**config.mk**
```make
export PLATFORM = sky130hd
export DESIGN_NAME = permute_control
export DESIGN_NICKNAME = d
export VERILOG_FILES = /design/src/rtl/keccak_pkg.sv /design/src/rtl/permute_control.sv
export SDC_FILE = /design/constraint.sdc
export NUM_CORES = 1
export LEC_CHECK = 0
export ABC_CLOCK_PERIOD_IN_PS = 3300
export CAP_MARGIN = 10
export CORE_AREA = 2 2 39 41
export CTS_BUF_LIST = sky130_fd_sc_hd__clkbuf_16
export DETAILED_ROUTE_END_ITERATION = 10
export DIE_AREA = 0 0 41 43
export DONT_BUFFER_PORTS = 1
export MAX_ROUTING_LAYER = met4
export PLACE_DENSITY = 0.48
export REMOVE_ABC_BUFFERS = 1
export SLEW_MARGIN = 15
export SYNTH_ARGS = -nofsm -noshare
export SYNTH_HDL_FRONTEND = slang
export SYNTH_SLANG_ARGS = --single-unit
export TNS_END_PERCENT = 100
```
**constraint.sdc**
```tcl
create_clock -name clk -period 3.3 [get_ports clk]
set_input_delay 0.99 -clock clk [delete_from_list [all_inputs] [get_ports clk]]
set_output_delay 0.99 -clock clk [all_outputs]
set_load 0.02 [all_outputs]
```
**src/rtl/keccak_pkg.sv**
```systemverilog
// Shared types and constants for the SHAKE/Keccak pipeline controllers.
package keccak_pkg;

    localparam int KECCAK_NUM_ROUNDS = 24;

    typedef enum logic [1:0] {
        CLEAR,
        ABSORB_WAIT,
        PERMUTE,
        SQUEEZE
    } permute_ctrl_state_t;

endpackage

```
**src/rtl/permute_control.sv**
```systemverilog
// Sequencing FSM for permute_datapath: absorbs rate blocks, runs the Keccak-f
// rounds and hands squeeze blocks to the output stage under backpressure.
module permute_control
    import keccak_pkg::*;
#(
    parameter int NUM_ROUNDS = KECCAK_NUM_ROUNDS
) (
    input  logic clk,
    input  logic rst,
    input  logic in_valid,
    input  logic in_last,
    output logic in_ready,
    input  logic out_ready,
    output logic out_valid,
    output logic out_last,
    input  logic round_done,
    input  logic last_output_block,
    output logic dp_clear,
    output logic copy_control_regs_en,
    output logic absorb_enable,
    output logic round_en,
    output logic round_count_load,
    output logic output_size_count_en,
    output logic busy
);

    // Round 0 runs in the accept cycle, so a permutation needs at least one
    // further PERMUTE cycle to reach round_done.
    if (NUM_ROUNDS < 2) begin : g_bad_num_rounds
        $error("permute_control: NUM_ROUNDS must be at least 2");
    end

    permute_ctrl_state_t state;
    permute_ctrl_state_t state_nxt;
    logic                first_blk;
    logic                last_in;
    logic                accept;

    assign accept = (state == ABSORB_WAIT) && in_valid;

    // NOTE: registers use non-blocking assignments so every flop samples the
    // pre-edge values regardless of process ordering in simulation.
    always_ff @(posedge clk or negedge rst) begin
        if (!rst) begin
            state     <= CLEAR;
            first_blk <= 1'b1;
            last_in   <= 1'b0;
        end else begin
            state <= state_nxt;
            if (state == CLEAR) begin
                first_blk <= 1'b1;
            end else if (accept) begin
                first_blk <= 1'b0;
            end
            if (accept) begin
                last_in <= in_last;
            end
        end
    end

    // NOTE: every output and the next state get a default before the case so
    // no path through this block can infer a latch.
    always_comb begin
        state_nxt            = state;
        in_ready             = 1'b0;
        out_valid            = 1'b0;
        out_last             = 1'b0;
        dp_clear             = 1'b0;
        copy_control_regs_en = 1'b0;
        absorb_enable        = 1'b0;
        round_en             = 1'b0;
        round_count_load     = 1'b0;
        output_size_count_en = 1'b0;
        busy                 = 1'b1;

        unique case (state)
            CLEAR: begin
                dp_clear         = 1'b1;
                round_count_load = 1'b1;
                state_nxt        = ABSORB_WAIT;
            end
            ABSORB_WAIT: begin
                in_ready = 1'b1;
                busy     = !first_blk;
                if (in_valid) begin
                    absorb_enable        = 1'b1;
                    round_en             = 1'b1;
                    copy_control_regs_en = first_blk;
                    state_nxt            = PERMUTE;
                end else begin
                    round_count_load = 1'b1;
                end
            end
            PERMUTE: begin
                round_en = 1'b1;
                if (round_done) begin
                    round_count_load = 1'b1;
                    state_nxt        = last_in ? SQUEEZE : ABSORB_WAIT;
                end
            end
            SQUEEZE: begin
                out_valid        = 1'b1;
                out_last         = last_output_block;
                round_count_load = 1'b1;
                if (out_ready) begin
                    output_size_count_en = 1'b1;
                    state_nxt            = last_output_block ? CLEAR : PERMUTE;
                end
            end
            default: begin
                round_count_load = 1'b1;
                state_nxt        = CLEAR;
            end
        endcase
    end

endmodule
```
## Word-level counts from Yosys, hierarchy flattened

Cells that the tools add are included.

- Logic and storage cells: 38
- Output and inout bits: 10
- Bits of input ports: 7
- Flip-flop bits (word level): 4

- Reductions and logical operators: 6
- Muxes and demuxes: 23
- Eq/ne operators: 6

Operators with widths:

| cell | count |
|---|---|
| 1-bit two-way mux | 15 |
| 2-bit two-way mux | 5 |
| 2-bit one-hot mux with 4 select lines | 1 |
| 2-bit != test (second input constant) | 3 |
| 2-bit == test (second input constant) | 2 |
| 1-bit one-hot mux with 3 select lines | 1 |
| 3-bit AND reduction | 1 |
| 2-bit by 1-bit == test with 1-bit output (second input constant) | 1 |
| 2-bit zero test | 1 |
| 1-bit one-hot mux with 2 select lines | 1 |
| 2-bit nonzero test | 1 |
| 2-bit OR reduction | 1 |
| 1-bit logical AND | 1 |
| 1-bit zero test | 1 |

## Logic depth before layout (Yosys ltp)

Gate-level depths: netlist (run 1).

- Word-level depth: 4
- Gate-level depth with buffers: 5
- Mapped depth without buffers: 5

## Least setup slack after synthesis (run 1)

No wires, ideal clock.

- Path type: input-to-output
- Start point: in round_done
- End point: out round_count_load
- Required time: 2310 ps
- Stages on the path: 2
- Data arrival time: 1413 ps
- Path buffers: 0
- Slack: 897 ps
- Cell sequence: a21boi_0 > mux2i_1

- Cells in the longest elaborated chain, start to end: 2

RTL lines:

| what | line | RTL |
|---|---|---|
| start, declared | permute_control.sv:16 | `input logic round_done,` |
| 1-bit two-way mux | permute_control.sv:96 | `if (round_done) begin` |
| 1-bit one-hot mux with 3 select lines | permute_control.sv:76 | `unique case (state)` |
| end, declared | permute_control.sv:22 | `output logic round_count_load,` |

No other way between the ends.

## Worst setup path after layout (run 1)

- Start point: reg state[1]
- End point: out round_count_load

- Cells in the longest elaborated chain, start to end: 3
- Elaborated cells on any way between the ends: 6
- Those cells by class: eq/ne: 3; mux: 1; reduce/logical: 2

RTL lines:

| what | line | RTL |
|---|---|---|
| start, declared | permute_control.sv:33 | `permute_ctrl_state_t state;` |
| start signal, assigned | permute_control.sv:49 | `state <= state_nxt;` |
| 2-bit == test / 2-bit zero test (equally long branches) | permute_control.sv:76 |  |
| 2-bit OR reduction (no line) | n/a |  |
| 1-bit one-hot mux with 3 select lines (*) | permute_control.sv:76 |  |

Every way passes the cells marked *; elsewhere a longest branch is shown, timed or not.

==> results of run 1 <==
==> per-layer routing <==
| metal | up-vias | routed length [µm] | track usage, % |
|---|---|---|---|
| met2 | 8 | 309 | 13.1 |
| met3 | 2 | 67 | 5.24 |
| li1 | 120 | - | - |
| met4 | 0 | 19 | 10.0 |
| met1 | 116 | 222 | 8.17 |
| met5 | - | 0 | - |
==> how the worst min path moves through the flow <==
stage	startpoint	end	slack (ns)
finish	rst	last_in	0.46
global route	rst	last_in	0.45
CTS	rst	last_in	0.46
detailed placement	last_in	last_in	0.49
global placement	last_in	last_in	0.49
floorplan	last_in	last_in	0.46
==> registers in the layout (all words and copies together) (netlist names) <==
register,count
first_blk,1
state,2
last_in,1
==> where the power goes <==
group	switching, W	internal, W	leakage [nW]	total, W
clock network	0.0000345	0.000156	0.0423	0.000191
registers	0.0000224	0.0000781	0.0460	0.000100
logic	0.000178	0.0000948	0.124	0.000273
==> cells by family (layout without fill, tap and decap cells) <==
logic type	Yosys count	after routing	share of synthesized area, %
AND/OR/NAND/NOR	10	10	18.3
adder cells (fa/ha/maj)	6	6	22.9
multiplexers	3	3	9.54
buffers and inverters	4	8	4.58
flip-flops	4	4	30.9
AO/OA/AOI/OAI	6	6	13.7
==> layout make-up <==
cell class | instances | area, µm² | share of cell area (%)
Tap cell | 16 | 20.0 | 4.69
Inverter | 4 | 15.0 | 3.52
Multi-Input combinational cell | 25 | 211 | 49.6
Sequential cell | 4 | 101 | 23.8
Clock buffer | 3 | 75.1 | 17.6
Clock inverter | 1 | 3.75 | 0.880
==> critical path, delay by kind of cell (launching register included) <==
kind / cells / cell delay [ns]
adder cells (fa/ha/maj): 1 / 0.36
buffers and inverters: 1 / 0.15
flip-flops: 1 / 0.40
multiplexers: 1 / 0.49
==> stage by stage <==
stage / util, % / hold WS (ns) / setup WS (ns) / total power [W] / instances
3_3_place_gp: 25.1 / 0.486 / 0.849 / 0.000374 / 49
6_report: 30.8 / 0.461 / 0.692 / 0.000564 / 53
5_1_grt: 30.8 / 0.452 / 0.595 / 0.000608 / 53
2_1_floorplan: - / 0.459 / 0.897 / 0.000338 / 33
3_5_place_dp: 25.1 / 0.489 / 0.851 / 0.000379 / 49
4_1_cts: 30.8 / 0.457 / 0.672 / 0.000574 / 53
==> placed cells by master, fill, tap and decap left out, types with 2 or more instances in the layout <==
cell type	netlist	final
ha_1	6	6
inv_1	3	4
nand2b_1	3	3
clkbuf_16	0	3
dfrtp_1	3	3
mux2i_1	2	2
nand2_1	2	2
and2_1	2	2
==> flow_summary.ini, run 1 <==
[die]
die_area_mm2 = 0.00176
initial_core_util_pct = 23.7
core_mm2 = 0.00138
die_w_um = 41
rows = 14
ios = 17
fp.dieH_um = 43

[synthesis]
ys.flop_type = dfrtp_1
avgSynthCellArea_um2 = 9.93
synthArstFlopShare_pct = 100
syn_area_um2 = 328
synth_cells = 33
synth_top_area_share_pct = 22.9
yosys.area.top_type = dfrtp_1
yosysWarningCount = 0
synth_edf_count = 0
synth.most_common_cell = ha_1
synth.distinct_cells = 19
synth_common_cells = 6 x ha_1, 3 x dfrtp_1, 3 x inv_1, 3 x nand2b_1
seq_area_frac_synth_pct = 30.9
netlist_top_cells_area = dfrtp_1 23%, ha_1 23%, dfstp_2 8.0%
ys_seq_elements = 4

[sta]
fin_crit_ns = 2.61
finalCritPeriodShare_pct = 79.0
worst_pin_slew_ns = 0.470
max_slew_margin_pct = 67.8
setup_violations = 0
finalHoldViolCount = 0
rsz0062_at_grt = false
slew_violations = 0
fmax_ghz = 0.383
fin_skew_ns = 0.00373
final.setup.tns_ns = 0

[placed_design]
placed_cell_area_um2 = 348
gp_congestion = 0.701
io_buffer_count = 0
dpl.hpwl_um = 537

[layout]
fin_area_um2 = 427
area_growth_pct = 30.2
nNetsFinal = 51
drive_above_1_share_pct = 16.2
diodes = 0
fillers = 147

[grt]
antenna_found_initial = 0
grt_pass1_wl_um = 1010
grt_usage_pct = 9.51
gr-total-overflow = 0
grt_pass1_vias = 269
grt_max_degree = 6

[worst_setup_path]
crit_arrival_ns = 1.62
cp_slowest_stage_delay_ns = 0.49
critPathRequiredTime_ns = 2.31
worstPathCellList = inv_1, ha_1, mux2i_1
worst-r2r-cell-count = 5
worstSetupPathType = reg2out
r2r-start = state[0]
reg2reg_to = state[0]
crit_fanout = 5
cp-startpoint = state[1]
crit_path_end = round_count_load
startpoint_type = flip-flop
end_kind = output pin
crit_path_top_delay_cell = mux2i_1
reg2reg_slack_ns = 1.91

[route]
routed_wl_um = 618
drt_pass1_iterations = 2
remaining_drc_errors = 0
wl_per_cell_um = 11.7
ant_nets = 0
avgViaCountPerCell = 4.64
via_count = 246
initialDrtViolationCount = 2

[clocking]
cts-resized-gates = 0
clk_pin_slew_worst_paths_ns = 0.03
numClockSinks = 4
htreeDepth = 1
cts_root_buffer = clkbuf_16
cts_tree = built
cts_setup_buffers = 0
clockBufferDepth = 2
cts_made_buffers = 3
ctsHoldBuffers = 0
clock_latency_ns = 0.23

[worst_hold_path]
min_path_type = in2async

[pwr]
p_per_area_mw_per_mm2 = 1320
p_leak_nw = 0.212
irDropWorstVdd_mv = 0.335

[outcome]
outcome = finished, final reports clean

[flow_run]
drv_cap = 0
Note: power is estimated with default switching activity, not from simulation.
==> run 2: changes to the inputs <==
- ABC_CLOCK_PERIOD_IN_PS: 3300 -> 2600
- clock period: 3.3 -> 2.6 ns (I/O delays scaled with it)
==> flow_summary.ini, run 2 (synthesis results as in run 1) <==
[worst_setup_path]
reg2reg_slack_ns = 1.16
cp-startpoint = state[0]
crit_path_end = round_count_load
reg2reg_to = last_in
end_kind = output pin
critPathRequiredTime_ns = 1.82
crit_fanout = 5
crit_arrival_ns = 1.62
worstSetupPathType = reg2out
worst-r2r-cell-count = 5
startpoint_type = flip-flop
r2r-start = state[1]

[grt]
grt_usage_pct = 10.1
gr-total-overflow = 0
antenna_found_initial = 0
grt_max_degree = 6
grt_pass1_wl_um = 1160
grt_pass1_vias = 293

[die]
rows = 14
core_mm2 = 0.00138
ios = 17
fp.dieH_um = 43
die_w_um = 41
initial_core_util_pct = 23.7
die_area_mm2 = 0.00176

[clocking]
htreeDepth = 1
clk_pin_slew_worst_paths_ns = 0.03
cts_tree = built
cts-resized-gates = 0
ctsHoldBuffers = 0
numClockSinks = 4
clock_latency_ns = 0.23
cts_root_buffer = clkbuf_16
clockBufferDepth = 2
cts_setup_buffers = 0
cts_made_buffers = 3

[route]
routed_wl_um = 709
avgViaCountPerCell = 4.54
wl_per_cell_um = 13.1
ant_nets = 0
initialDrtViolationCount = 7
drt_pass1_iterations = 4
remaining_drc_errors = 0
via_count = 245

[layout]
largest_reg_flops = 2
drive_above_1_share_pct = 18.4
final_cell_mix = 6 x ha_1, 4 x inv_1, 3 x nand2b_1, 3 x clkbuf_16, 3 x dfrtp_1
area_growth_pct = 32.4
reg_top3 = state x2, first_blk x1, last_in x1
nNetsFinal = 52
final_common_cell = ha_1
diodes = 0
regMostFlops = state

[placed_design]
gp_congestion = 0.675
dpl.hpwl_um = 569
place_worst_setup_slack_ns = 0.426
io_buffer_count = 0

[sta]
slew_violations = 0
rsz0062_at_grt = false
max_slew_margin_pct = 66.5
setup_violations = 0
final.setup.tns_ns = 0
fin_skew_ns = 0.00425
worst_pin_slew_ns = 0.488
fin_crit_ns = 2.40
setup_slack_ns = 0.197
finalCritPeriodShare_pct = 92.4
fmax_ghz = 0.416
finalHoldViolCount = 0

[pwr]
irDropWorstVdd_mv = 0.574
p_leak_nw = 0.217
p_per_area_mw_per_mm2 = 1700

[flow_run]
drv_cap = 0

[worst_hold_path]
min_path_type = in2async

[outcome]
outcome = finished, final reports clean
run 2: changes by cell type in the layout (fill, tap and decap cells not counted):
| cell | change |
|---|---|
| buf_4 | +1 |
run 2: routing by layer:
layer	wire [µm]	up-vias	part of all wire, %	GRT usage (%)
met5	0	-	0	-
met4	0	0	0	8.00
met3	33	0	4.7	2.62
met2	382	6	54	15.0
met1	292	117	41	10.7
li1	-	122	-	-
run 2: critical path, stage by stage, from the launching register on:
cell	delay (ns)
dfrtp_1	0.42
inv_1	0.13
ha_1	0.32
a21boi_0	0.13
mux2i_1	0.40
run 2: layout make-up:
class | instances | area [µm²]
clock buffers | 3 | 75.1
clock inverters | 1 | 3.75
fillers | 140 | 950
inverters | 4 | 15.0
multi-input cells | 25 | 211
flip-flops and latches | 4 | 101
well taps | 16 | 20.0
repair buffers | 1 | 7.51
run 2: power by group:
part | switching (W) | internal, W
sequential | 0.0000300 | 0.0000991
clock | 0.0000444 | 0.000199
combinational | 0.000235 | 0.000129
run 2: how the worst min path moves through the flow:
stage / endpoint / slack (ns) / depth (start not counted)
final: last_in / 0.25 / 0
after global routing: last_in / 0.24 / 0
after CTS: last_in / 0.25 / 0
after detailed placement: state[1] / 0.48 / 0
after global placement: last_in / 0.48 / 0
after floorplan: last_in / 0.46 / 1
run 2: through the flow:
stage	power [W]	util [%]	std cells	hold slack, ns	area, µm²
finish	0.000736	31.4	54	0.250	434
global route	0.000794	31.4	54	0.240	434
CTS	0.000747	31.4	54	0.246	434
detailed placement	0.000496	25.7	50	0.485	355
global placement	0.000485	25.7	50	0.485	355
floorplan	0.000429	-	33	0.459	328
